**config.mk**
```make
export PLATFORM = sky130hd
export DESIGN_NAME = led_pattern_driver
export DESIGN_NICKNAME = d
export VERILOG_FILES = /design/src/rtl/led_pattern_driver.sv
export SDC_FILE = /design/constraint.sdc
export NUM_CORES = 1
export LEC_CHECK = 0
export BUFFER_PORTS_ARGS = -buffer_cell sky130_fd_sc_hd__buf_4
export CAP_MARGIN = 40
export CORE_ASPECT_RATIO = 1.4
export CORE_MARGIN = 2
export CORE_UTILIZATION = 53
export DETAILED_ROUTE_END_ITERATION = 8
export GPL_ROUTABILITY_DRIVEN = 0
export GPL_TIMING_DRIVEN = 1
export PLACE_DENSITY_LB_ADDON = 0.05
export SLEW_MARGIN = 30
export SYNTH_ARGS = -nofsm -noshare
export SYNTH_HDL_FRONTEND = slang
export SYNTH_SLANG_ARGS = --single-unit
export TNS_END_PERCENT = 50
```
**constraint.sdc**
```tcl
create_clock -name CLK -period 3.2 [get_ports CLK]
set_input_delay 0.64 -clock CLK [delete_from_list [all_inputs] [get_ports CLK]]
set_output_delay 0.64 -clock CLK [all_outputs]
set_load 0.02 [all_outputs]
```
**src/rtl/led_pattern_driver.sv**
```systemverilog
// Three-LED pattern generator: a free-running prescaler paces the pattern steps,
// and a mode request is held pending until the next tick.
module led_pattern_driver #(
    parameter int TICK_DIV = 524288
) (
    input  logic       CLK,
    input  logic       RST,
    input  logic [1:0] MODE_IN,
    input  logic       MODE_STB,
    output logic       MODE_ACK,
    output logic       TICK_OUT,
    output logic       LED0,
    output logic       LED1,
    output logic       LED2
);
    localparam int            CW   = (TICK_DIV > 1) ? $clog2(TICK_DIV) : 1;
    localparam logic [CW-1:0] LAST = CW'(TICK_DIV - 1);

    typedef enum logic [1:0] {M_OFF, M_CHASE, M_BLINK, M_BINARY} mode_t;

    logic [CW-1:0] count;
    logic          tick;
    logic          load;
    mode_t         mode_reg;
    mode_t         pend_mode;
    mode_t         load_mode;
    logic          pend_flag;
    logic [2:0]    step;
    logic [2:0]    step_next;
    logic [2:0]    pattern;

    assign tick      = (count == LAST);
    assign TICK_OUT  = tick;
    // A strobe landing on the tick cycle itself wins over anything pending.
    assign load      = tick && (pend_flag || MODE_STB);
    assign load_mode = MODE_STB ? mode_t'(MODE_IN) : pend_mode;

    always_comb begin
        step_next = step;
        case (mode_reg)
            M_OFF:    step_next = 3'd0;
            M_CHASE:  step_next = (step == 3'd2) ? 3'd0 : step + 3'd1;
            M_BLINK:  step_next = (step == 3'd0) ? 3'd1 : 3'd0;
            M_BINARY: step_next = step + 3'd1;
            default:  step_next = 3'd0;
        endcase
    end

    always_comb begin
        pattern = 3'b000;
        case (mode_reg)
            M_OFF:    pattern = 3'b000;
            M_CHASE: begin
                case (step)
                    3'd0:    pattern = 3'b001;
                    3'd1:    pattern = 3'b010;
                    default: pattern = 3'b100;
                endcase
            end
            M_BLINK:  pattern = (step == 3'd0) ? 3'b111 : 3'b000;
            M_BINARY: pattern = step;
            default:  pattern = 3'b000;
        endcase
    end

    always_ff @(posedge CLK) begin
        if (RST) begin
            count     <= '0;
            mode_reg  <= M_OFF;
            pend_mode <= M_OFF;
            pend_flag <= 1'b0;
            step      <= 3'd0;
            MODE_ACK  <= 1'b0;
            {LED2, LED1, LED0} <= 3'b000;
        end else begin
            count    <= tick ? '0 : count + 1'b1;
            MODE_ACK <= load;
            {LED2, LED1, LED0} <= pattern;
            if (load) begin
                mode_reg  <= load_mode;
                step      <= 3'd0;
                pend_flag <= 1'b0;
            end else begin
                if (MODE_STB) begin
                    pend_mode <= mode_t'(MODE_IN);
                    pend_flag <= 1'b1;
                end
                if (tick)
                    step <= step_next;
            end
        end
    end
endmodule

```
# Word-level counts from Yosys, hierarchy flattened
# Cells that the tools add are included.
[classes]
n_addsub = 2
n_mul = 0
n_div = 0
magnitude_cmp = 0
eq_ne = 6
n_shift = 0
muxes = 7
n_bitwise = 0
n_reduce_logical = 6
[op_table]
columns = ["op", "count"]
rows = [
  ["$pmux 3 s4", 2],
  ["$add 19x1->19 const B", 1],
  ["$eq 19x19->1 const B", 1],
  ["$mux 3", 2],
  ["$pmux 3 s2", 1],
  ["$eq 2x2->1 const B", 2],
  ["$reduce_or 2->1", 2],
  ["$add 3x1->3 const B", 1],
  ["$eq 3x1->1 const B", 1],
  ["$eq 3x2->1 const B", 1],
  ["$logic_not 3->1", 1],
  ["$eq 2x1->1 const B", 1],
  ["$logic_not 2->1", 1],
  ["$mux 2", 1],
  ["$logic_and 1x1->1", 1],
  ["$logic_or 1x1->1", 1],
  ["$mux 1", 1],
]
[word_totals]
regBits = 31
latch_bits = 0
ramBits = 0
rom_bits = 0
inputBits = 5
output_inout_bits = 5
wordCells = 30
n_memories = 0

# Longest topological paths before layout
# Gate-level depths: netlist of run 1.
[logic_depth]
ltp_word = 3
mapped_depth = 7
depth_no_buf = 6

# Worst setup path after synthesis of run 1
# OpenSTA, ideal clock, no wires.
[synth_timing]
kind = "register to output"
startpoint = "reg count[0]"
endpoint = "out TICK_OUT"
t_arrival_ps = 1527
t_required_ps = 2560
slack_ps = 1033
path_stages_with_launch = 6
path_buffers = 1
path_cell_list = "dfxtp_1 ha_1 nand3_1 or3_1 buf_2 nor2_1"
[synth_via]
elab_chain_cells = 1
[synth_rtl]
columns = ["element", "line", "text"]
rows = [
  ["from (decl)", "21", "logic [CW-1:0] count;"],
  ["from (signal assigned)", "76", "count <= tick ? '0 : count + 1'b1;"],
  ["$eq 19x19->1", "32", "assign tick = (count == LAST);"],
  ["to (decl)", "11", "output logic TICK_OUT,"],
]
# No other way between the ends.

# Final worst setup path of run 1
# Same ends and word-level chain as after synthesis.

==> metrics.log, run 1 <==
[metrics] run status: complete, no violations
[metrics] cell chain of the critical path: ha_1 > nand3_1 > or3_1 > nor2_1 > buf_4
[metrics] setup total negative slack: 0 ns
[metrics] post-route cell area: 1750 µm²
[metrics] crit-path max FO: 8
[metrics] overall die area: 3360 µm²
[metrics] setup repair after global routing missed its margin: false
[metrics] sequential group share of total power: 52.3%
[metrics] combinational family with the most area after synthesis: simple AND/OR/NAND/NOR gates
[metrics] number of I/O port buffers: 9
[metrics] Filler cells: 264
[metrics] Ys Warns: 0
[metrics] final worst path period need: 2.59 ns
[metrics] most numerous cell types in the synthesized netlist: dfxtp_1, nor2_1, nand2_1
[metrics] clock insertion delay at the later pin of the skew report: 0.28 ns
[metrics] number of register bits inferred by synthesis: 31
[metrics] Sw Ratio: 21.6%
[metrics] final hold vios: 0
[metrics] number of ports placed on the die boundary: 10
[metrics] class of the tightest hold or removal check: flop to flop
[metrics] cell type of the slowest stage on the worst timing path: or3_1
[metrics] area post-placement: 1640 µm²
[metrics] worst reg2reg startpoint: count[0]
[metrics] Setup Crit Path Kind: flop to output pin
[metrics] clock network fraction of total power: 43.5%
[metrics] Clock Root Buffer: clkbuf_8
[metrics] area delta synth->final: 13.3%
[metrics] Vias per Instance: 5.88
[metrics] source of the worst hold timing path: count[0]
[metrics] Post-Syn Area per Cell: 8.42 µm²
[metrics] total global routing overflow: 0
[metrics] Largest Register: count
[metrics] largest net degree at the start of global routing: 20
[metrics] adder-cell share of the synthesized area: 4.06%
[metrics] ys async rst share: 0%
[metrics] dominant register cell in the synthesized netlist: dfxtp_1
[metrics] flop-to-flop setup slack: 1.08 ns
[metrics] overall track demand over capacity in global routing: 22.1%
[metrics] Max-Cap Viols: 0
[metrics] number of synthesized flops with an enable pin: 0
[metrics] terminus of the critical flop-to-flop path: count[16]
[metrics] Post-CTS Repair Setup Buffers: 0
[metrics] switching component of the power: 0.166 mW
[metrics] clk buf depth: 2
[metrics] CTS Hold Bufs: 0
[metrics] TritonCTS Buffers: 5
[metrics] post-synthesis instance area: 1540 µm²
[metrics] most frequent cell after synthesis: dfxtp_1
[metrics] worst ir drop on vdd: 356 µV
[metrics] Resized cells post-CTS: 0
[metrics] Std-Cell Rows: 23
[metrics] compound-cell area share of the yosys netlist: 11.8%
[metrics] power share of the combinational group: 4.1%
[metrics] Worst-path clk slew: 0.06 ns
[metrics] total number of nets in the final design: 206
[metrics] share of the yosys chip area belonging to registers: 40.3%
[metrics] Synthesized Nets: 193
[metrics] CP Launch Type: flop
[metrics] Fmax: 0.386 GHz
[metrics] Tcrit/Tclk final: 81.0%
[metrics] average detailed-routed wire length per instance: 14.1 µm
[metrics] Synth top area share: 40.3%
[metrics] width of the die: 49.6 µm
[metrics] vertical extent of the die: 67.8 µm
[metrics] XOR/XNOR share of the synthesized area: 7.96%
[metrics] areal power density over the cells: 440 nW/µm²
[metrics] clock net sink count: 31
[metrics] main area contributors after synthesis: dfxtp_1, nor2_1, ha_1
[metrics] via count of the routed design: 1376
[metrics] Setup Viol. Count Final: 0
[metrics] effective utilization at floorplan: 54.6%
[metrics] post-synth cell types: 40
[metrics] gate count after technology mapping: 183
[metrics] Largest stage delay, worst path: 0.49 ns
[metrics] largest registers ranked by flip-flop count: count: 19 flops, step: 3 flops
[metrics] worst reg-to-reg path cell count: 5
[metrics] Worst Hold End: count[0]
[metrics] antenna diode count: 0
[metrics] TritonCTS clock tree: built
[metrics] internal cell power: 0.602 mW
[metrics] worst slew margin relative to its limit: 62.9%
[metrics] static leakage power: 0.644 nW
[metrics] share of synthesized area spent on multiplexers: 1.30%
[metrics] critical path data arrival time: 1.95 ns
[metrics] Setup Skew: 0.00440 ns
[metrics] flip-flop count of the largest register, all copies and words added: 19
[metrics] Worst Hold Path Cells: 1
[metrics] aggregate routed wire length: 3300 µm
[metrics] maximum level of the CTS H-tree: 2
[metrics] wire length of the first global-routing pass: 5530 µm
[metrics] kind of end point of the critical path: output pin
[metrics] Critical Path RT: 2.56 ns
[metrics] post-route antenna net violation count: 0
[metrics] cell type with the largest total area after synthesis: dfxtp_1
[metrics] max-slew violations: 0
[metrics] proportion of layout cells with a drive suffix above 1: 11.7%
[metrics] count of TritonRoute iterations in the first routing pass: 4
[metrics] initial antenna violation count: 0
[metrics] DRC violation total after the first TritonRoute iteration: 55
[metrics] area share of and/or/nand/nor cells after synthesis: 31.5%
[metrics] total DRC errors in the routed layout: 0
[metrics] slew at the pin closest to its max-slew limit: 0.552 ns
[metrics] core footprint: 2820 µm²
[metrics] vias in the first global route: 1310
[metrics] half-perimeter wire length after placement: 2360 µm
## layer usage
metal / part of all wire, % / vias to the layer above / GRT usage (%) / wire length (µm)
met5: 0 / - / 0 / 0
met4: 4.1 / 0 / 15.3 / 134
met3: 3.3 / 12 / 6.19 / 110
met2: 51 / 23 / 39.2 / 1680
met1: 42 / 659 / 22.6 / 1380
li1: - / 682 / - / -
## worst max path at each step
stage	start	slack [ns]	to	cells past startpoint
after floorplan	count[0]	1.03	TICK_OUT	5
after global placement	count[0]	1.00	TICK_OUT	5
after detailed placement	count[0]	0.93	TICK_OUT	5
after CTS	count[0]	0.62	TICK_OUT	5
after global routing	count[0]	0.48	TICK_OUT	5
final	count[0]	0.61	TICK_OUT	5
## power by group through the flow
| stage | Sequential (mW) | Clock [mW] | Combinational, mW |
|---|---|---|---|
| 2_1_floorplan | 0.408 | 0 | 0.0216 |
| 3_3_place_gp | 0.409 | 0 | 0.0304 |
| 3_5_place_dp | 0.410 | 0 | 0.0316 |
| 4_1_cts | 0.402 | 0.347 | 0.0323 |
| 5_1_grt | 0.403 | 0.361 | 0.0365 |
| 6_report | 0.402 | 0.334 | 0.0318 |
## critical path: cells and delay by family, from the launching register on
kind,cells,cell delay [ns]
flip-flops,1,0.41
adder cells (fa/ha/maj),1,0.26
buffers and inverters,1,0.15
AND/OR/NAND/NOR,3,0.85
## area by class of cell
cell class | count | area, µm² | share of cell area (%)
well taps | 37 | 46.3 | 2.65
multi-input cells | 141 | 872 | 50.0
repair buffers | 12 | 87.6 | 5.02
flip-flops and latches | 31 | 621 | 35.6
clock buffers | 8 | 100 | 5.73
inverters | 5 | 18.8 | 1.08
## logic make-up (layout without fill, tap and decap cells)
kind of cell / after synthesis / count (layout)
buffers and inverters: 11 / 25
AND/OR/NAND/NOR: 93 / 93
AO/OA/AOI/OAI: 27 / 27
multiplexers: 2 / 2
flip-flops: 31 / 31
adder cells (fa/ha/maj): 5 / 5
XOR/XNOR: 14 / 14
## per-stage QoR
stage / setup WS, ns / cells / hold WS, ns / utilization, % / power (mW)
global route: 0.482 / 234 / 0.535 / 61.9 / 0.801
detailed placement: 0.933 / 225 / 0.488 / 58.2 / 0.442
global placement: 1.00 / 225 / 0.465 / 58.2 / 0.440
floorplan: 1.03 / 183 / 0.449 / - / 0.430
finish: 0.608 / 234 / 0.502 / 61.9 / 0.768
CTS: 0.617 / 233 / 0.501 / 61.7 / 0.781
## cell usage in the layout, fill, tap and decap left out, drive strengths merged
master / n
dfxtp: 31
nor2: 29
nand2: 16
nand3: 11
buf: 11
nand4: 10
clkbuf: 9
a21oi: 8
xor2: 7
xnor2: 7
inv: 5
ha: 5
and4: 4
o31ai: 4
nor4: 4
o21ai: 4
or3: 3
and3: 3
nor3: 3
nand2b: 3
or3b: 2
a41o: 2
mux2i: 2
o211ai: 2
a22o: 1
a311oi: 1
or2: 1
nor2b: 1
nor4b: 1
o311ai: 1
a211oi: 1
a221o: 1
o22ai: 1
and2: 1
a31oi: 1
or4: 1
Note: power is estimated with default switching activity, not from simulation.
==> inputs of run 2 (changes only) <==
--- a/config.mk
+++ b/config.mk
@@ -5,6 +5,7 @@
 export SDC_FILE = /design/constraint.sdc
 export NUM_CORES = 1
 export LEC_CHECK = 0
+export ABC_AREA = 1
 export BUFFER_PORTS_ARGS = -buffer_cell sky130_fd_sc_hd__buf_4
 export CAP_MARGIN = 40
 export CORE_ASPECT_RATIO = 1.4
==> constraint.sdc (replaced) <==
create_clock -name CLK -period 2.3 [get_ports CLK]
set_input_delay 0.46 -clock CLK [delete_from_list [all_inputs] [get_ports CLK]]
set_output_delay 0.46 -clock CLK [all_outputs]
set_load 0.02 [all_outputs]
==> run 2 against run 1 <==
Sequential power up 37%. Flip-flop and latch count unchanged. First-iteration DRC count down 67%. Final area up 1.4%. Die area up 2.6%. Clock skew about the same. Largest cell class unchanged.
==> metrics.log, run 2 <==
[metrics] aggregate routed wire length: 3120 µm (-5.4%)
[metrics] post-synthesis instance area: 1580 µm² (+2.8%)
[metrics] TritonCTS clock tree: built
[metrics] clock net sink count: 31 (unchanged)
[metrics] met3 wirelength from detailed routing: 85 µm (-23%)
[metrics] total DRC errors in the routed layout: 0 (unchanged)
[metrics] largest registers ranked by flip-flop count: count: 19 flops, step: 3 flops
[metrics] clk buf depth: 2 (unchanged)
[metrics] cell type with the largest total area after synthesis: dfxtp_1
[metrics] Post-CTS Repair Setup Buffers: 0 (unchanged)
[metrics] ys async rst share: 0% (unchanged)
[metrics] share of the yosys chip area belonging to registers: 39.2% (-1.1 points)
[metrics] DRC violation total after the first TritonRoute iteration: 18 (-67%)
[metrics] XOR/XNOR share of the synthesized area: 3.32% (-4.6 points)
[metrics] Vias per Instance: 5.10 (-13%)
[metrics] largest net degree at the start of global routing: 21 (+5.0%)
[metrics] Critical Path RT: 1.84 ns (-0.72 ns)
[metrics] antenna diode count: 0 (unchanged)
[metrics] worst slew margin relative to its limit: 74.2% (+11 points)
[metrics] CP Launch Type: flop
[metrics] initial antenna violation count: 0 (unchanged)
[metrics] maximum level of the CTS H-tree: 2 (unchanged)
[metrics] compound-cell area share of the yosys netlist: 6.79% (-5.0 points)
[metrics] crit path setup slack, layout: 0.218 ns (-0.390 ns)
[metrics] total number of nets in the final design: 243 (+18%)
[metrics] total global routing overflow: 0 (unchanged)
[metrics] Largest Register: count
[metrics] number of I/O port buffers: 9 (unchanged)
[metrics] Ys Warns: 0 (unchanged)
[metrics] main area contributors after synthesis: dfxtp_1, nand2_1, nor2_1
[metrics] final worst path period need: 2.08 ns
[metrics] Cell Count Post-Placement: 263 (+17%)
[metrics] max-slew violations: 0 (unchanged)
[metrics] CTS Hold Bufs: 0 (unchanged)
[metrics] vertical extent of the die: 68.7 µm (+1.3%)
[metrics] via count of the routed design: 1383 (+0.51%)
[metrics] total length of routed met2 wires: 1700 µm (+1.4%)
[metrics] routed length on met1: 1230 µm (-11%)
[metrics] combinational family with the most area after synthesis: simple AND/OR/NAND/NOR gates
[metrics] crit-path max FO: 6 (-2)
[metrics] Setup Skew: 0.00483 ns (+0.000429 ns)
[metrics] flip-flop count of the largest register, all copies and words added: 19 (unchanged)
[metrics] core footprint: 2850 µm² (+1.0%)
[metrics] gate count after technology mapping: 220 (+20%)
[metrics] Setup Crit Path Kind: flop to output pin
[metrics] area share of and/or/nand/nor cells after synthesis: 37.7% (+6.2 points)
[metrics] number of register bits inferred by synthesis: 31 (unchanged)
[metrics] proportion of layout cells with a drive suffix above 1: 15.4% (+3.7 points)
[metrics] post-synth cell types: 26 (-35%)
[metrics] half-perimeter wire length after placement: 2410 µm (+2.1%)
[metrics] worst ir drop on vdd: 550 µV (+54%)
[metrics] uppermost layer routed: met4
[metrics] Synthesized Nets: 230 (+19%)
[metrics] slew at the pin closest to its max-slew limit: 0.386 ns (-0.165 ns)
[metrics] clock insertion delay at the later pin of the skew report: 0.28 ns (about the same)
[metrics] pre-CTS worst setup slack: 0.521 ns (-0.412 ns)
[metrics] Setup Viol. Count Final: 0 (unchanged)
[metrics] setup repair after global routing missed its margin: false
[metrics] share of synthesized area spent on multiplexers: 1.42% (+0.12 points)
[metrics] critical path data arrival time: 1.62 ns (-0.33 ns)
[metrics] wire length of the first global-routing pass: 5350 µm (-3.4%)
[metrics] average detailed-routed wire length per instance: 11.5 µm (-18%)
[metrics] Worst-path clk slew: 0.06 ns (about the same)
[metrics] TritonCTS Buffers: 5 (unchanged)
[metrics] Std-Cell Rows: 23 (unchanged)
[metrics] Max-Cap Viols: 0 (unchanged)
[metrics] class of the tightest hold or removal check: input port to flop
[metrics] cell type of the slowest stage on the worst timing path: dfxtp_1
[metrics] adder-cell share of the synthesized area: 3.95% (-0.11 points)
[metrics] overall track demand over capacity in global routing: 20.6% (-1.5 points)
[metrics] cell chain of the critical path: ha_1 > nand3_2 > nor2_2 > nand3_4 > inv_1 > buf_4
[metrics] Resized cells post-CTS: 0 (unchanged)
[metrics] commonest cells after routing, fill and taps aside: nand2_1, nor2_1, dfxtp_1
[metrics] number of synthesized flops with an enable pin: 0 (unchanged)
[metrics] most numerous cell types in the synthesized netlist: nand2_1, nor2_1, dfxtp_1
[metrics] static leakage power: 0.711 nW (+10%)
[metrics] Clock Root Buffer: clkbuf_8
[metrics] final hold vios: 0 (unchanged)
[metrics] commonest non-fill, non-tap cell in the layout: nand2_1
[metrics] kind of end point of the critical path: output pin
[metrics] Post-Syn Area per Cell: 7.20 µm² (-14%)
[metrics] overall die area: 3450 µm² (+2.6%)
[metrics] Synth top area share: 39.2% (-1.1 points)
[metrics] post-route antenna net violation count: 0 (unchanged)
[metrics] number of ports placed on the die boundary: 10 (unchanged)
[metrics] final core utilization: 62.1% (+0.25 points)
[metrics] effective utilization at floorplan: 55.6% (+0.99 points)
[metrics] PnR Total Power: 1.05 mW (+37%)
[metrics] count of TritonRoute iterations in the first routing pass: 4 (unchanged)
[metrics] Tcrit/Tclk final: 90.5%
[metrics] Largest stage delay, worst path: 0.40 ns (-0.09 ns)
[metrics] number of non-filler instances in the completed layout: 271 (+16%)
[metrics] vias in the first global route: 1310 (unchanged)
[metrics] areal power density over the cells: 594 nW/µm² (+35%)
[metrics] most frequent cell after synthesis: nand2_1
[metrics] width of the die: 50.2 µm (+1.3%)
[metrics] setup total negative slack: 0 ns (unchanged)
[metrics] area delta synth->final: 11.8%
[metrics] run status: complete, no violations
[metrics] Fmax: 0.480 GHz
[metrics] dominant register cell in the synthesized netlist: dfxtp_1
## run 2: cell count changes after synthesis, moves of 6 or more
cell and change:
a21oi_1 +8, inv_1 +19, nand2_1 +33, nand3_1 +6, nand4_1 -7, nor2_1 +6
## run 2: worst max-delay path, delay by kind of cell, from the launching register on
family / cells / cell delay, ns
DFF: 1 / 0.40
and+or+nand+nor: 3 / 0.48
buffers and inverters: 2 / 0.21
adders and majority gates: 1 / 0.24
## run 2: per-layer routing
layer  vias to the layer above  GRT usage [%]
li1                        717              -
met1                       634           18.9
met2                        21           40.1
met3                        11           5.17
met4                         0           12.8
met5                         -              0
## run 2: cells by family (layout without fill, tap and decap cells)
group | count (synthesis) | in the layout
AOI/OAI and AO/OA | 21 | 21
xor gates and xnor gates | 6 | 6
adders and majority gates | 5 | 5
buffers and inverters | 28 | 42
DFF | 31 | 31
muxes | 2 | 2
and+or+nand+nor | 127 | 127
## run 2: worst paths after layout
check                            endpoint       from  cells after the start  slack, ns
worst min register to register  count[18]  count[18]                      2       0.47
worst max-delay path             TICK_OUT   count[0]                      6       0.22
worst max register to register  count[16]   count[0]                      6       0.62
worst min-delay path                 LED0        RST                      2       0.38
## run 2: report_power, final
group	total, mW	leakage, nW	internal (mW)	switching [mW]
sequential	0.551	0.251	0.545	0.00621
clock	0.468	0.0515	0.273	0.195
combinational	0.0337	0.409	0.0134	0.0204
total	1.05	0.711	0.831	0.221
## run 2: layout make-up
class	count	area, µm²
well taps	37	46.3
repair buffers	9	67.6
clock buffers	8	100
flip-flops and latches	31	621
fillers	270	1080
multi-input cells	161	842
inverters	25	93.8
## run 2: per-stage QoR
stage | hold slack, ns | instance area [µm²]
2_1_floorplan | 0.440 | 1580
3_3_place_gp | 0.451 | 1670
3_5_place_dp | 0.469 | 1670
4_1_cts | 0.366 | 1770
5_1_grt | 0.381 | 1770
6_report | 0.377 | 1770
==> inputs of run 3 (changes only) <==
--- a/config.mk
+++ b/config.mk
@@ -5,7 +5,6 @@
 export SDC_FILE = /design/constraint.sdc
 export NUM_CORES = 1
 export LEC_CHECK = 0
-export ABC_AREA = 1
 export BUFFER_PORTS_ARGS = -buffer_cell sky130_fd_sc_hd__buf_4
 export CAP_MARGIN = 40
 export CORE_ASPECT_RATIO = 1.4
==> run 3 against run 2 <==
Routed wire length grew 7.4%. Count of clock-buffer cells in the layout shrank 2. Via count is essentially flat. Sequential share of layout area shrank 0.44 points. Global-route usage grew 2.5 points. Worst hold slack gained 0.088 ns. Setup slack lost 0.075 ns. Largest power group unchanged. Highest routed layer unchanged.
==> metrics.log, run 3 (synthesis gave the netlist of run 1 again) <==
[metrics] Cell Count Post-Placement: 229 (-13%)
[metrics] wire length of the first global-routing pass: 5640 µm (+5.6%)
[metrics] DRC violation total after the first TritonRoute iteration: 30 (+12)
[metrics] Post-CTS Repair Setup Buffers: 0 (unchanged)
[metrics] largest net degree at the start of global routing: 20 (-4.8%)
[metrics] CTS Hold Bufs: 0 (unchanged)
[metrics] static leakage power: 0.668 nW (-6.0%)
[metrics] setup total negative slack: 0 ns (unchanged)
[metrics] clock net sink count: 31 (unchanged)
[metrics] total area of multi-input combinational cells: 880 µm² (+4.5%)
[metrics] Setup Skew: 0.00879 ns (+0.00396 ns)
[metrics] antenna diode count: 0 (unchanged)
[metrics] crit-path max FO: 8 (+2)
[metrics] Clock Root Buffer: clkbuf_8
[metrics] Sw Ratio: 20.9% (-0.11 points)
[metrics] commonest non-fill, non-tap cell in the layout: dfxtp_1
[metrics] average detailed-routed wire length per instance: 14.2 µm (+23%)
[metrics] Critical Path RT: 1.84 ns (about the same)
[metrics] overall track demand over capacity in global routing: 23.1% (+2.5 points)
[metrics] effective utilization at floorplan: 54.6% (-0.99 points)
[metrics] CP Launch Type: flop
[metrics] setup repair after global routing missed its margin: false
[metrics] count of TritonRoute iterations in the first routing pass: 4 (unchanged)
[metrics] vias in the first global route: 1267 (-3.3%)
[metrics] number of I/O port buffers: 9 (unchanged)
[metrics] run status: complete, no violations
[metrics] Resized cells post-CTS: 0 (unchanged)
[metrics] kind of end point of the critical path: output pin
[metrics] proportion of layout cells with a drive suffix above 1: 15.0% (-0.38 points)
[metrics] clk buf depth: 2 (unchanged)
[metrics] Setup Crit Path Kind: flop to output pin
[metrics] aggregate routed wire length: 3350 µm (+7.4%)
[metrics] number of ports placed on the die boundary: 10 (unchanged)
[metrics] post-route antenna net violation count: 0 (unchanged)
[metrics] clock network fraction of total power: 47.8% (+3.4 points)
[metrics] maximum level of the CTS H-tree: 2 (unchanged)
[metrics] TritonCTS Buffers: 5 (unchanged)
[metrics] number of non-filler instances in the completed layout: 237 (-13%)
[metrics] initial antenna violation count: 0 (unchanged)
[metrics] critical path data arrival time: 1.70 ns (+0.08 ns)
[metrics] Vias per Instance: 5.83 (+14%)
[metrics] Filler cells: 269 (-0.37%)
[metrics] sequential group share of total power: 48.2% (-4.2 points)
[metrics] total DRC errors in the routed layout: 0 (unchanged)
[metrics] worst slew margin relative to its limit: 63.9% (-10 points)
[metrics] final core utilization: 63.7% (+1.6 points)
[metrics] Setup Viol. Count Final: 0 (unchanged)
[metrics] flop-to-flop setup slack: 0.47 ns (-0.15 ns)
[metrics] TritonCTS clock tree: built
[metrics] Fmax: 0.464 GHz (-3.5%)
[metrics] final hold vios: 0 (unchanged)
[metrics] Max-Cap Viols: 0 (unchanged)
[metrics] vertical extent of the die: 67.8 µm (-1.3%)
[metrics] areal power density over the cells: 646 nW/µm² (+8.6%)
[metrics] half-perimeter wire length after placement: 2430 µm (+0.83%)
[metrics] area taken by flip-flops and latches: 622 µm² (+0.20%)
[metrics] Std-Cell Rows: 23 (unchanged)
[metrics] class of the tightest hold or removal check: flop to flop
[metrics] flip-flop count of the largest register, all copies and words added: 19 (unchanged)
[metrics] overall die area: 3360 µm² (-2.6%)
[metrics] Worst-path clk slew: 0.06 ns (about the same)
[metrics] total global routing overflow: 0 (unchanged)
[metrics] largest registers ranked by flip-flop count: count: 19 flops, step: 3 flops
[metrics] power share of the combinational group: 4.0% (+0.8 points)
[metrics] switching component of the power: 0.243 mW (+9.6%)
[metrics] Tcrit/Tclk final: 93.8% (+3.3 points)
[metrics] total number of nets in the final design: 209 (-14%)
[metrics] clock insertion delay at the later pin of the skew report: 0.29 ns (about the same)
[metrics] internal cell power: 0.917 mW (+10%)
[metrics] area delta synth->final: 16.7%
[metrics] via count of the routed design: 1382 (-0.072%)
[metrics] commonest cells after routing, fill and taps aside: dfxtp_1, nor2_1, nand2_1
[metrics] worst ir drop on vdd: 506 µV (-8.0%)
[metrics] slew at the pin closest to its max-slew limit: 0.538 ns (+0.152 ns)
[metrics] final worst path period need: 2.16 ns (+0.0748 ns)
[metrics] width of the die: 49.6 µm (-1.3%)
[metrics] Largest Register: count
[metrics] max-slew violations: 0 (unchanged)
[metrics] core footprint: 2820 µm² (-1.0%)
[run 3: power groups by stage]
stage,Combinational (mW),Sequential [mW],Clock (mW)
after floorplan,0.0300,0.568,0
after global placement,0.0435,0.569,0
after detailed placement,0.0453,0.571,0
after CTS,0.0457,0.559,0.572
after global routing,0.0508,0.561,0.595
final,0.0460,0.560,0.554
[run 3: critical path, cell delays in order, from the launching register on]
cell and delay, ns:
dfxtp_1 0.39, ha_2 0.24, nand3_1 0.09, or3_4 0.39, nor2_1 0.14, buf_4 0.16
[run 3: path summary, 6_finish.rpt]
| check | cells past startpoint | end | startpoint |
|---|---|---|---|
| setup / recovery | 5 | TICK_OUT | count[1] |
| hold / removal | 1 | count[0] | count[0] |
| setup reg to reg | 5 | count[16] | count[1] |
| hold reg to reg | 1 | count[0] | count[0] |
[run 3: through the flow]
stage / power, mW / instance area (µm²) / hold WS, ns / setup WS [ns]
final: 1.16 / 1800 / 0.465 / 0.144
after global routing: 1.21 / 1800 / 0.481 / 0.0147
after CTS: 1.18 / 1790 / 0.472 / 0.00332
after detailed placement: 0.616 / 1670 / 0.484 / 0.326
after global placement: 0.613 / 1670 / 0.465 / 0.375
after floorplan: 0.598 / 1540 / 0.449 / 0.313
[run 3: final cells by class]
| class | count | share of cell area, % |
|---|---|---|
| inverter | 5 | 1.04 |
| clock buffer | 6 | 4.60 |
| sequential | 31 | 34.6 |
| multi-input combinational | 141 | 49.0 |
| clock inverter | 2 | 1.95 |
| timing repair buffer | 15 | 6.27 |
| tap | 37 | 2.58 |
[run 3: routing by layer]
metal	vias up	wire [µm]	GRT usage (%)
li1	693	-	-
met1	640	1340	24.8
met2	42	1760	39.3
met3	7	172	6.86
met4	0	73	15.6
met5	-	0	0
